`src/rtl/stage_db_pkg.sv`:
```
// Shared definitions for the stage-database stream: word width, FSM states
// and the slot-offset helper used when packing words into wide records.
package stage_db_pkg;

  localparam int unsigned DATA_WIDTH_12 = 12;
  localparam int unsigned DEFAULT_VALUE = 1010;

  typedef enum logic [2:0] {
    IDLE    = 3'd0,
    REQ     = 3'd1,
    COLLECT = 3'd2,
    THRESH  = 3'd3,
    DONE    = 3'd4
  } stage_state_e;

  // Bit offset of word slot k in a record packed with word 0 at the LSBs.
  function automatic int unsigned slot_lsb(input int unsigned k, input int unsigned w);
    return k * w;
  endfunction

endpackage

```
`src/rtl/stage_param_shadow.sv`:
```
// Shadow record with indexed word writes plus the parallel-load output
// register that presents completed records to the consumer.
// Handshake: the record on params_o transfers on a rising edge where valid_o
// and ready_i are both high; valid_o never drops without such a transfer.
// A completed record loads only into an empty or draining output register;
// otherwise it is dropped and overflow_o is latched until clear_i.
module stage_param_shadow #(
  parameter int unsigned NUM_WORDS = 19,
  parameter int unsigned WORD_W    = 12,
  parameter int unsigned TAG_W     = 10,
  localparam int unsigned IDX_W    = $clog2(NUM_WORDS)
) (
  input  logic                        clk_i,
  input  logic                        rst_ni,
  input  logic                        clear_i,
  input  logic                        wr_en_i,
  input  logic [IDX_W-1:0]            wr_idx_i,
  input  logic [WORD_W-1:0]           wr_data_i,
  input  logic                        commit_i,
  input  logic [TAG_W-1:0]            tag_i,
  input  logic                        ready_i,
  output logic [NUM_WORDS*WORD_W-1:0] params_o,
  output logic                        valid_o,
  output logic [TAG_W-1:0]            tag_o,
  output logic                        overflow_o
);
  import stage_db_pkg::*;

  localparam int unsigned REC_W = NUM_WORDS * WORD_W;

  logic [REC_W-1:0] shadow_q, shadow_d;
  logic [REC_W-1:0] out_q, out_d;
  logic [TAG_W-1:0] tag_q, tag_d;
  logic             valid_q, valid_d;
  logic             ovf_q, ovf_d;
  logic             load;

  // Merge the incoming word so a commit captures the record including its last word.
  always_comb begin
    shadow_d = shadow_q;
    for (int k = 0; k < int'(NUM_WORDS); k++) begin
      if (wr_en_i && (wr_idx_i == IDX_W'(k))) begin
        shadow_d[slot_lsb(k, WORD_W) +: WORD_W] = wr_data_i;
      end
    end
  end

  // Output register load, valid and overflow next-state.
  always_comb begin
    load    = commit_i && (!valid_q || ready_i);
    out_d   = out_q;
    tag_d   = tag_q;
    valid_d = valid_q;
    ovf_d   = ovf_q;
    if (load) begin
      out_d   = shadow_d;
      tag_d   = tag_i;
      valid_d = 1'b1;
    end else if (ready_i) begin
      valid_d = 1'b0;
    end
    if (clear_i) begin
      ovf_d = 1'b0;
    end else if (commit_i && !load) begin
      ovf_d = 1'b1;
    end
  end

  // State registers; reset discards any partial record.
  always_ff @(posedge clk_i or negedge rst_ni) begin
    if (!rst_ni) begin
      shadow_q <= '0;
      out_q    <= '0;
      tag_q    <= '0;
      valid_q  <= 1'b0;
      ovf_q    <= 1'b0;
    end else begin
      shadow_q <= shadow_d;
      out_q    <= out_d;
      tag_q    <= tag_d;
      valid_q  <= valid_d;
      ovf_q    <= ovf_d;
    end
  end

  assign params_o   = out_q;
  assign valid_o    = valid_q;
  assign tag_o      = tag_q;
  assign overflow_o = ovf_q;

endmodule

```
`src/rtl/stage_param_collector.sv`:
```
// Receiving end of the stage-database stream: requests a stage, packs
// incoming words into classifier records, then captures stage thresholds.
// Output handshake: a record transfers on a rising edge where o_params_valid
// and i_params_ready are both high. The input side has no backpressure.
module stage_param_collector #(
  parameter int unsigned ADDR_WIDTH               = 10,
  parameter int unsigned DATA_WIDTH_12            = stage_db_pkg::DATA_WIDTH_12,
  parameter int unsigned NUM_CLASSIFIERS_STAGE    = 10,
  parameter int unsigned NUM_PARAM_PER_CLASSIFIER = 19,
  parameter int unsigned NUM_STAGE_THRESHOLD      = 3
) (
  input  logic                                              clk_fpga,
  input  logic                                              reset_fpga,
  input  logic                                              i_start,
  output logic                                              o_rden,
  input  logic                                              i_data_valid,
  input  logic [DATA_WIDTH_12-1:0]                          i_data_database,
  output logic [NUM_PARAM_PER_CLASSIFIER*DATA_WIDTH_12-1:0] o_params,
  output logic                                              o_params_valid,
  input  logic                                              i_params_ready,
  output logic [ADDR_WIDTH-1:0]                             o_tree_index,
  output logic [NUM_STAGE_THRESHOLD*DATA_WIDTH_12-1:0]      o_stage_threshold,
  output logic                                              o_stage_done,
  output logic                                              o_busy,
  output logic                                              o_overflow,
  output logic [2:0]                                        o_dbg_state
);
  import stage_db_pkg::*;

  localparam int unsigned WCW   = $clog2(NUM_PARAM_PER_CLASSIFIER);
  localparam int unsigned TCW   = $clog2(NUM_STAGE_THRESHOLD) + 1;
  localparam int unsigned THR_W = NUM_STAGE_THRESHOLD * DATA_WIDTH_12;

  localparam logic [WCW-1:0]        WORD_LAST  = WCW'(NUM_PARAM_PER_CLASSIFIER - 1);
  localparam logic [ADDR_WIDTH-1:0] CLASS_LAST = ADDR_WIDTH'(NUM_CLASSIFIERS_STAGE - 1);
  localparam logic [TCW-1:0]        THR_LAST   = TCW'(NUM_STAGE_THRESHOLD - 1);

  stage_state_e          state_q, state_d;
  logic [WCW-1:0]        word_cnt_q, word_cnt_d;
  logic [ADDR_WIDTH-1:0] class_cnt_q, class_cnt_d;
  logic [TCW-1:0]        thr_cnt_q, thr_cnt_d;
  logic [THR_W-1:0]      thr_q, thr_d;
  logic                  done_q, done_d;
  logic                  rden;
  logic                  wr_en;
  logic                  commit;
  logic                  clear;

  // FSM next-state, counters, threshold capture and shadow control strobes.
  always_comb begin
    state_d     = state_q;
    word_cnt_d  = word_cnt_q;
    class_cnt_d = class_cnt_q;
    thr_cnt_d   = thr_cnt_q;
    thr_d       = thr_q;
    done_d      = done_q;
    rden        = 1'b0;
    wr_en       = 1'b0;
    commit      = 1'b0;
    clear       = 1'b0;
    case (state_q)
      IDLE: begin
        if (i_start) begin
          state_d     = REQ;
          clear       = 1'b1;
          done_d      = 1'b0;
          thr_d       = '0;
          word_cnt_d  = '0;
          class_cnt_d = '0;
          thr_cnt_d   = '0;
        end
      end
      REQ: begin
        rden    = 1'b1;
        state_d = COLLECT;
      end
      COLLECT: begin
        if (i_data_valid) begin
          wr_en = 1'b1;
          if (word_cnt_q == WORD_LAST) begin
            commit     = 1'b1;
            word_cnt_d = '0;
            if (class_cnt_q == CLASS_LAST) begin
              state_d = THRESH;
            end else begin
              class_cnt_d = class_cnt_q + 1'b1;
            end
          end else begin
            word_cnt_d = word_cnt_q + 1'b1;
          end
        end
      end
      THRESH: begin
        if (i_data_valid) begin
          for (int k = 0; k < int'(NUM_STAGE_THRESHOLD); k++) begin
            if (thr_cnt_q == TCW'(k)) begin
              thr_d[slot_lsb(k, DATA_WIDTH_12) +: DATA_WIDTH_12] = i_data_database;
            end
          end
          if (thr_cnt_q == THR_LAST) begin
            state_d = DONE;
          end else begin
            thr_cnt_d = thr_cnt_q + 1'b1;
          end
        end
      end
      DONE: begin
        done_d  = 1'b1;
        state_d = IDLE;
      end
      default: state_d = IDLE;
    endcase
  end

  // FSM and counter registers.
  always_ff @(posedge clk_fpga or negedge reset_fpga) begin
    if (!reset_fpga) begin
      state_q     <= IDLE;
      word_cnt_q  <= '0;
      class_cnt_q <= '0;
      thr_cnt_q   <= '0;
      thr_q       <= '0;
      done_q      <= 1'b0;
    end else begin
      state_q     <= state_d;
      word_cnt_q  <= word_cnt_d;
      class_cnt_q <= class_cnt_d;
      thr_cnt_q   <= thr_cnt_d;
      thr_q       <= thr_d;
      done_q      <= done_d;
    end
  end

  stage_param_shadow #(
    .NUM_WORDS(NUM_PARAM_PER_CLASSIFIER),
    .WORD_W   (DATA_WIDTH_12),
    .TAG_W    (ADDR_WIDTH)
  ) u_shadow (
    .clk_i     (clk_fpga),
    .rst_ni    (reset_fpga),
    .clear_i   (clear),
    .wr_en_i   (wr_en),
    .wr_idx_i  (word_cnt_q),
    .wr_data_i (i_data_database),
    .commit_i  (commit),
    .tag_i     (class_cnt_q),
    .ready_i   (i_params_ready),
    .params_o  (o_params),
    .valid_o   (o_params_valid),
    .tag_o     (o_tree_index),
    .overflow_o(o_overflow)
  );

  assign o_rden            = rden;
  assign o_stage_threshold = thr_q;
  assign o_stage_done      = done_q;
  assign o_busy            = (state_q != IDLE);
  assign o_dbg_state       = state_q;

endmodule

```
`config.mk`:
```
export PLATFORM = sky130hd
export DESIGN_NAME = stage_param_collector
export DESIGN_NICKNAME = d
export VERILOG_FILES = /design/src/rtl/stage_db_pkg.sv /design/src/rtl/stage_param_shadow.sv /design/src/rtl/stage_param_collector.sv
export SDC_FILE = /design/constraint.sdc
export NUM_CORES = 1
export LEC_CHECK = 0
export CORE_MARGIN = 2
export CORE_UTILIZATION = 58
export DETAILED_ROUTE_END_ITERATION = 12
export PLACE_DENSITY = 0.85
export REMOVE_ABC_BUFFERS = 1
export SLEW_MARGIN = 20
export SYNTH_ARGS = -nofsm -noshare
export SYNTH_HDL_FRONTEND = slang
export SYNTH_SLANG_ARGS = --single-unit
```
`constraint.sdc`:
```
create_clock -name clk_fpga -period 6.2 [get_ports clk_fpga]
set_clock_uncertainty 0.05 [all_clocks]
set_input_delay 0.62 -clock clk_fpga [delete_from_list [all_inputs] [get_ports clk_fpga]]
set_output_delay 0.62 -clock clk_fpga [all_outputs]
set_load 0.05 [all_outputs]
```
# After elaboration in Yosys (flattened, before gate mapping)
# Index checks and enable logic that the tools add are counted.
# Widths: inputs -> output; s select.
# totals
ff_bits	526
in_bits	17
output_inout_bits	282
elab_cells	151
# classes
n_addsub	3
mux	59
n_reduce_logical	41
n_eq_ne	35
# op_table
op	n
$mux 12	22
$mux 36	2
$pmux 36 s2	1
$eq 5x4->1 const B	8
$mux 10	4
$mux 3	9
$logic_and 1x1->1	21
$eq 5x3->1 const B	4
$ne 2x2->1 const B	10
$pmux 10 s2	1
$reduce_and 4->1	4
$eq 5x5->1 const B	3
$mux 5	3
$mux 1	13
$pmux 3 s4	1
$add 10x1->10 const B	1
$eq 10x4->1 const B	1
$eq 5x2->1 const B	2
$pmux 5 s2	1
$reduce_bool 2->1	5
$eq 3x2->1 const B	3
$eq 3x1->1 const B	2
$logic_not 3->1	2
$pmux 3 s2	1
13 further kinds	14

# Logic depth before layout (Yosys ltp)
# depth
ltp_word	9
mapped_depth	8

# Hierarchy
# From an unflattened synthesis, not the netlist that was laid out.
# unflattened
cells_unflattened	2140
hier_area_um2	21495.6
# modules_own_cells
module	instances	seq_area_each_um2	area_per_inst_um2	cells_each
stage_param_shadow	1	11711.2	18799.3	1862
stage_param_collector	1	1451.4	2696.3	278

# Worst setup path before layout
# Ideal clock, no wire load.
# synth_timing
path_type	register to output
from	reg state_q[0], in the netlist o_dbg_state[0]
to	out o_rden
slack_ps	3360
path_stages_with_launch	3
arrival_ps	2170
cell_sequence	dfrtp_1 -> clkbuf_1 -> nor3b_1
# synth_between
elab_chain_cells	2
# synth_lines
item	line	text
from (decl)	stage_param_collector.sv:38	stage_state_e state_q, state_d;
from (signal assigned)	stage_param_collector.sv:125	state_q <= state_d;
$eq 3x1->1	stage_param_collector.sv:61	case (state_q)
$mux 1	stage_param_collector.sv:61	
to (decl)	stage_param_collector.sv:15	output logic o_rden,
# No other way between the ends.

# Worst setup path in the final report
# layout_timing
from	reg word_cnt_q[0]
to	reg u_shadow.out_q[192], in the netlist u_shadow.params_o[192]
# layout_between
elab_chain_cells	5
# layout_lines
item	line	text
from (decl)	stage_param_collector.sv:39	logic [WCW-1:0] word_cnt_q, word_cnt_d;
from (signal assigned)	stage_param_collector.sv:126	word_cnt_q <= word_cnt_d;
$eq 5x5->1	stage_param_collector.sv:80	if (word_cnt_q == WORD_LAST) begin
$mux 1	stage_param_collector.sv:80	
$mux 1	stage_param_collector.sv:78	if (i_data_valid) begin
$mux 1	stage_param_collector.sv:61	
$logic_and 1x1->1	stage_param_shadow.sv:50	load = commit_i && (!valid_q || ready_i);
to (signal assigned)	stage_param_shadow.sv:79	out_q <= out_d;
to (decl)	stage_param_shadow.sv:32	logic [REC_W-1:0] out_q, out_d;
# Several ways; a longest one is shown, not always the timed one.
# A chain may end at the register's enable or synchronous reset.

==> impl_metrics.tcl <==
set metrics [dict create \
    run_status "complete, no violations" \
    post-route-util_pct 73.9 \
    tns_ns 0 \
    synth.yosys.seq_area_share_pct 64.8 \
    number_of_hold_buffers_added_after_cts 0 \
    numPortBuffers 298 \
    async_reset_ff_share_pct 100 \
    slew_headroom_pct 34.0 \
    synth_cell_type_count 49 \
    routed_wirelength_um 45700 \
    reg2reg_to "u_shadow.params_o[192]" \
    yosys.area.top_type "dfrtp_1" \
    cts.reportedPaths.clkPinSlew_ns 0.06 \
    fin_cells 2049 \
    post-route-period-util_pct 51.3 \
    detailroute.wirelength.met3_um 2800 \
    detailroute.via_count 11716 \
    wire_per_inst_um 22.3 \
    worst-r2r-cell-count 7 \
    highest-signal-layer "met4" \
    post_synth_instance_area_mm2 0.0199 \
    detailedPlacementHpwl_um 27700 \
    grt_start_max_net_pins 137 \
    starting_density_pct 59.1 \
    antenna_cells 0 \
    drtIter0Drc 673 \
    grt_antenna_before_repair 0 \
    yosysWarnings 0 \
    timing.hold.worst.class "primary input to asynchronous set/reset pin" \
    globalRoute.totalOverflow 0 \
    groute.usage.overall_pct 26.1 \
    vias_in_the_first_global_route 12424 \
    wl_met1_um 19200 \
    critPathLaunchType "flip-flop" \
    worst-endpoint-arrival_ns 3.56 \
    dp.cells 1957 \
    die_width_um 189 \
    globalplace.congestion 0.833 \
    worst-path-max-fanout 136 \
    dr.pass1.iters 5 \
    tritoncts "built" \
    setup_viol 0 \
    yosys.area.top_type_share_pct 64.8 \
    final_design_area_no_fill_mm2 0.0248 \
    static-leakage-power_nw 12.1 \
    placement_rows 67 \
    worst_setup_path_end_kind "flip-flop" \
    synthTopCellsByArea "dfrtp_1 (65%), mux2_2 (26%), a32o_1 (1.3%)" \
    core_region_area_mm2 0.0336 \
    drv.max_cap_violation_count 0 \
    timing.final.ws_setup_ns 3.02 \
    post-cts-setup-buffers 0 \
    rsz0062_at_grt "false" \
    drive_gt1_share_pct 35.3 \
    final_period_minus_worst_setup_slack_ns 3.18 \
    grt_first_pass_wirelength_um 72000 \
    power-per-cell-area_mw_per_mm2 357 \
    viasPerCell 5.72 \
    finalHoldViolCount 0 \
    route.detailed.drc 0 \
    clock.fmax_mhz 315 \
    crit_required_ns 6.58 \
    max-vdd-ir-drop_uv 379 \
    number_of_enable_type_register_cells_in_the_synthesized_netlist 0 \
    post_dp_cell_area_mm2 0.0232 \
    resize_count_post_cts 0 \
    syn-instance-count 1279 \
    r2r-start "word_cnt_q[0]" \
    floorplan.io_pins 299 \
    setup.worst_path.class "flip-flop to flip-flop" \
    route.met2.wl_um 22600 \
    postSynthAreaPerCell_um2 15.5 \
    dieHeight_um 189 \
    clock_tree.buffer_depth 3 \
    place_ws_ns 2.54 \
    reg2reg_setup_slack_ns 3.02 \
    count_of_h_tree_levels_built_during_cts 2 \
    final-max-slew-violation-count 0 \
    worst_slew_pin_slew_ns 0.990 \
    cts_root_buffer "clkbuf_16" \
    numCtsBuffers 50 \
    final_antenna_net_count 0 \
    worstSkewPairLatency_ns 0.56 \
    yosys_register_bits 514 \
    dieArea_mm2 0.0357 \
    count_of_clock_tree_sinks 514 \
    area_growth_syn_to_layout_pct 25.0 \
    synthFlopType "dfrtp_1" \
    finish.net_count 1589 \
]
-- critical path: stages, from the launching register on --
cell and delay [ns]:
dfrtp_1 0.43, inv_1 0.09, ha_1 0.27, and4bb_2 0.25
and2_0 0.21, nand2_4 0.58, buf_12 0.60, mux2_2 0.42
-- metal layers --
layer | global-route usage [%] | up-vias
met5 | 0 | -
met4 | 7.27 | 0
met3 | 6.28 | 78
met2 | 42.9 | 322
met1 | 35.1 | 6184
li1 | - | 5132
-- worst max-delay path by stage --
stage	slack [ns]	to	depth (start not counted)	startpoint
2_1_floorplan	-1.06	u_shadow.params_o[0]	4	o_dbg_state[2]
3_3_place_gp	2.59	u_shadow.params_o[184]	6	i_data_valid
3_5_place_dp	2.54	u_shadow.tag_o[6]	6	i_data_valid
4_1_cts	3.01	u_shadow.tag_o[4]	7	word_cnt_q[0]
5_1_grt	2.86	u_shadow.tag_o[4]	7	word_cnt_q[0]
6_report	3.02	u_shadow.params_o[192]	7	word_cnt_q[0]
-- layout make-up --
| type | count | area, µm² |
|---|---|---|
| clock buffer | 74 | 1470 |
| clock inverter | 18 | 165 |
| fill | 2046 | 8780 |
| inverter | 9 | 33.8 |
| multi-input combinational | 667 | 6560 |
| sequential | 514 | 12900 |
| tap | 448 | 561 |
| timing repair buffer | 319 | 3180 |
-- kinds of logic (layout without fill, tap and decap cells) --
kind of cell / after synthesis / count (layout) / synth area share [%]
flops: 514 / 514 / 64.8
mux: 456 / 456 / 25.9
simple gates: 125 / 125 / 3.48
buf+inv: 98 / 420 / 2.27
compound gates: 75 / 75 / 2.95
fa+ha+maj: 11 / 11 / 0.693
-- cells in the final DEF (no fill, tap or decap), types with 8 or more instances in the layout --
master           count
dfrtp_1            514
mux2_2             456
clkdlybuf4s50_1    297
clkbuf_16           51
nand2_1             39
a32o_1              25
o21ai_0             21
buf_4               18
nor2_1              14
nand3_1             12
clkbuf_1            12
ha_1                11
clkbuf_8            11
inv_1                9
nor3_1               9
clkinv_2             8
-- where the power goes --
group / internal, mW / leakage [nW] / switching, mW
sequential: 3.78 / 7.02 / 0.199
clock: 1.73 / 0.793 / 1.25
combinational: 0.727 / 4.32 / 1.18
-- registers in the layout, indices dropped and copies added (netlist names) --
| name | count |
|---|---|
| class_cnt_q | 10 |
| o_dbg_state | 3 |
| o_stage_done | 1 |
| o_stage_threshold | 36 |
| thr_cnt_q | 3 |
| u_shadow.overflow_o | 1 |
| u_shadow.params_o | 228 |
| u_shadow.shadow_q | 216 |
| u_shadow.tag_o | 10 |
| u_shadow.valid_o | 1 |
| word_cnt_q | 5 |
-- cells in the mapped netlist (all sizes together), types with 2 or more instances --
library cell / count
nand2b: 5
o31ai: 2
nor4b: 3
nor2: 14
a221o: 7
nor4: 3
and2: 3
o21a: 3
clkbuf: 38
ha: 11
nor3: 9
nor2b: 7
nand4b: 4
and3b: 2
dfrtp: 514
o21ai: 22
and3: 4
and4bb: 4
a21o: 2
mux2: 456
inv: 9
a32o: 25
nand3: 12
a21oi: 4
buf: 51
or3b: 2
nand4: 5
nand2: 40
and4: 3
-- metrics by stage --
step	hold WS (ns)	power [mW]
2_1_floorplan	0.274	5.26
3_3_place_gp	0.412	5.82
3_5_place_dp	0.423	5.93
4_1_cts	0.108	8.93
5_1_grt	0.128	9.26
6_report	0.0771	8.87
(Power assumes the default switching activity.)
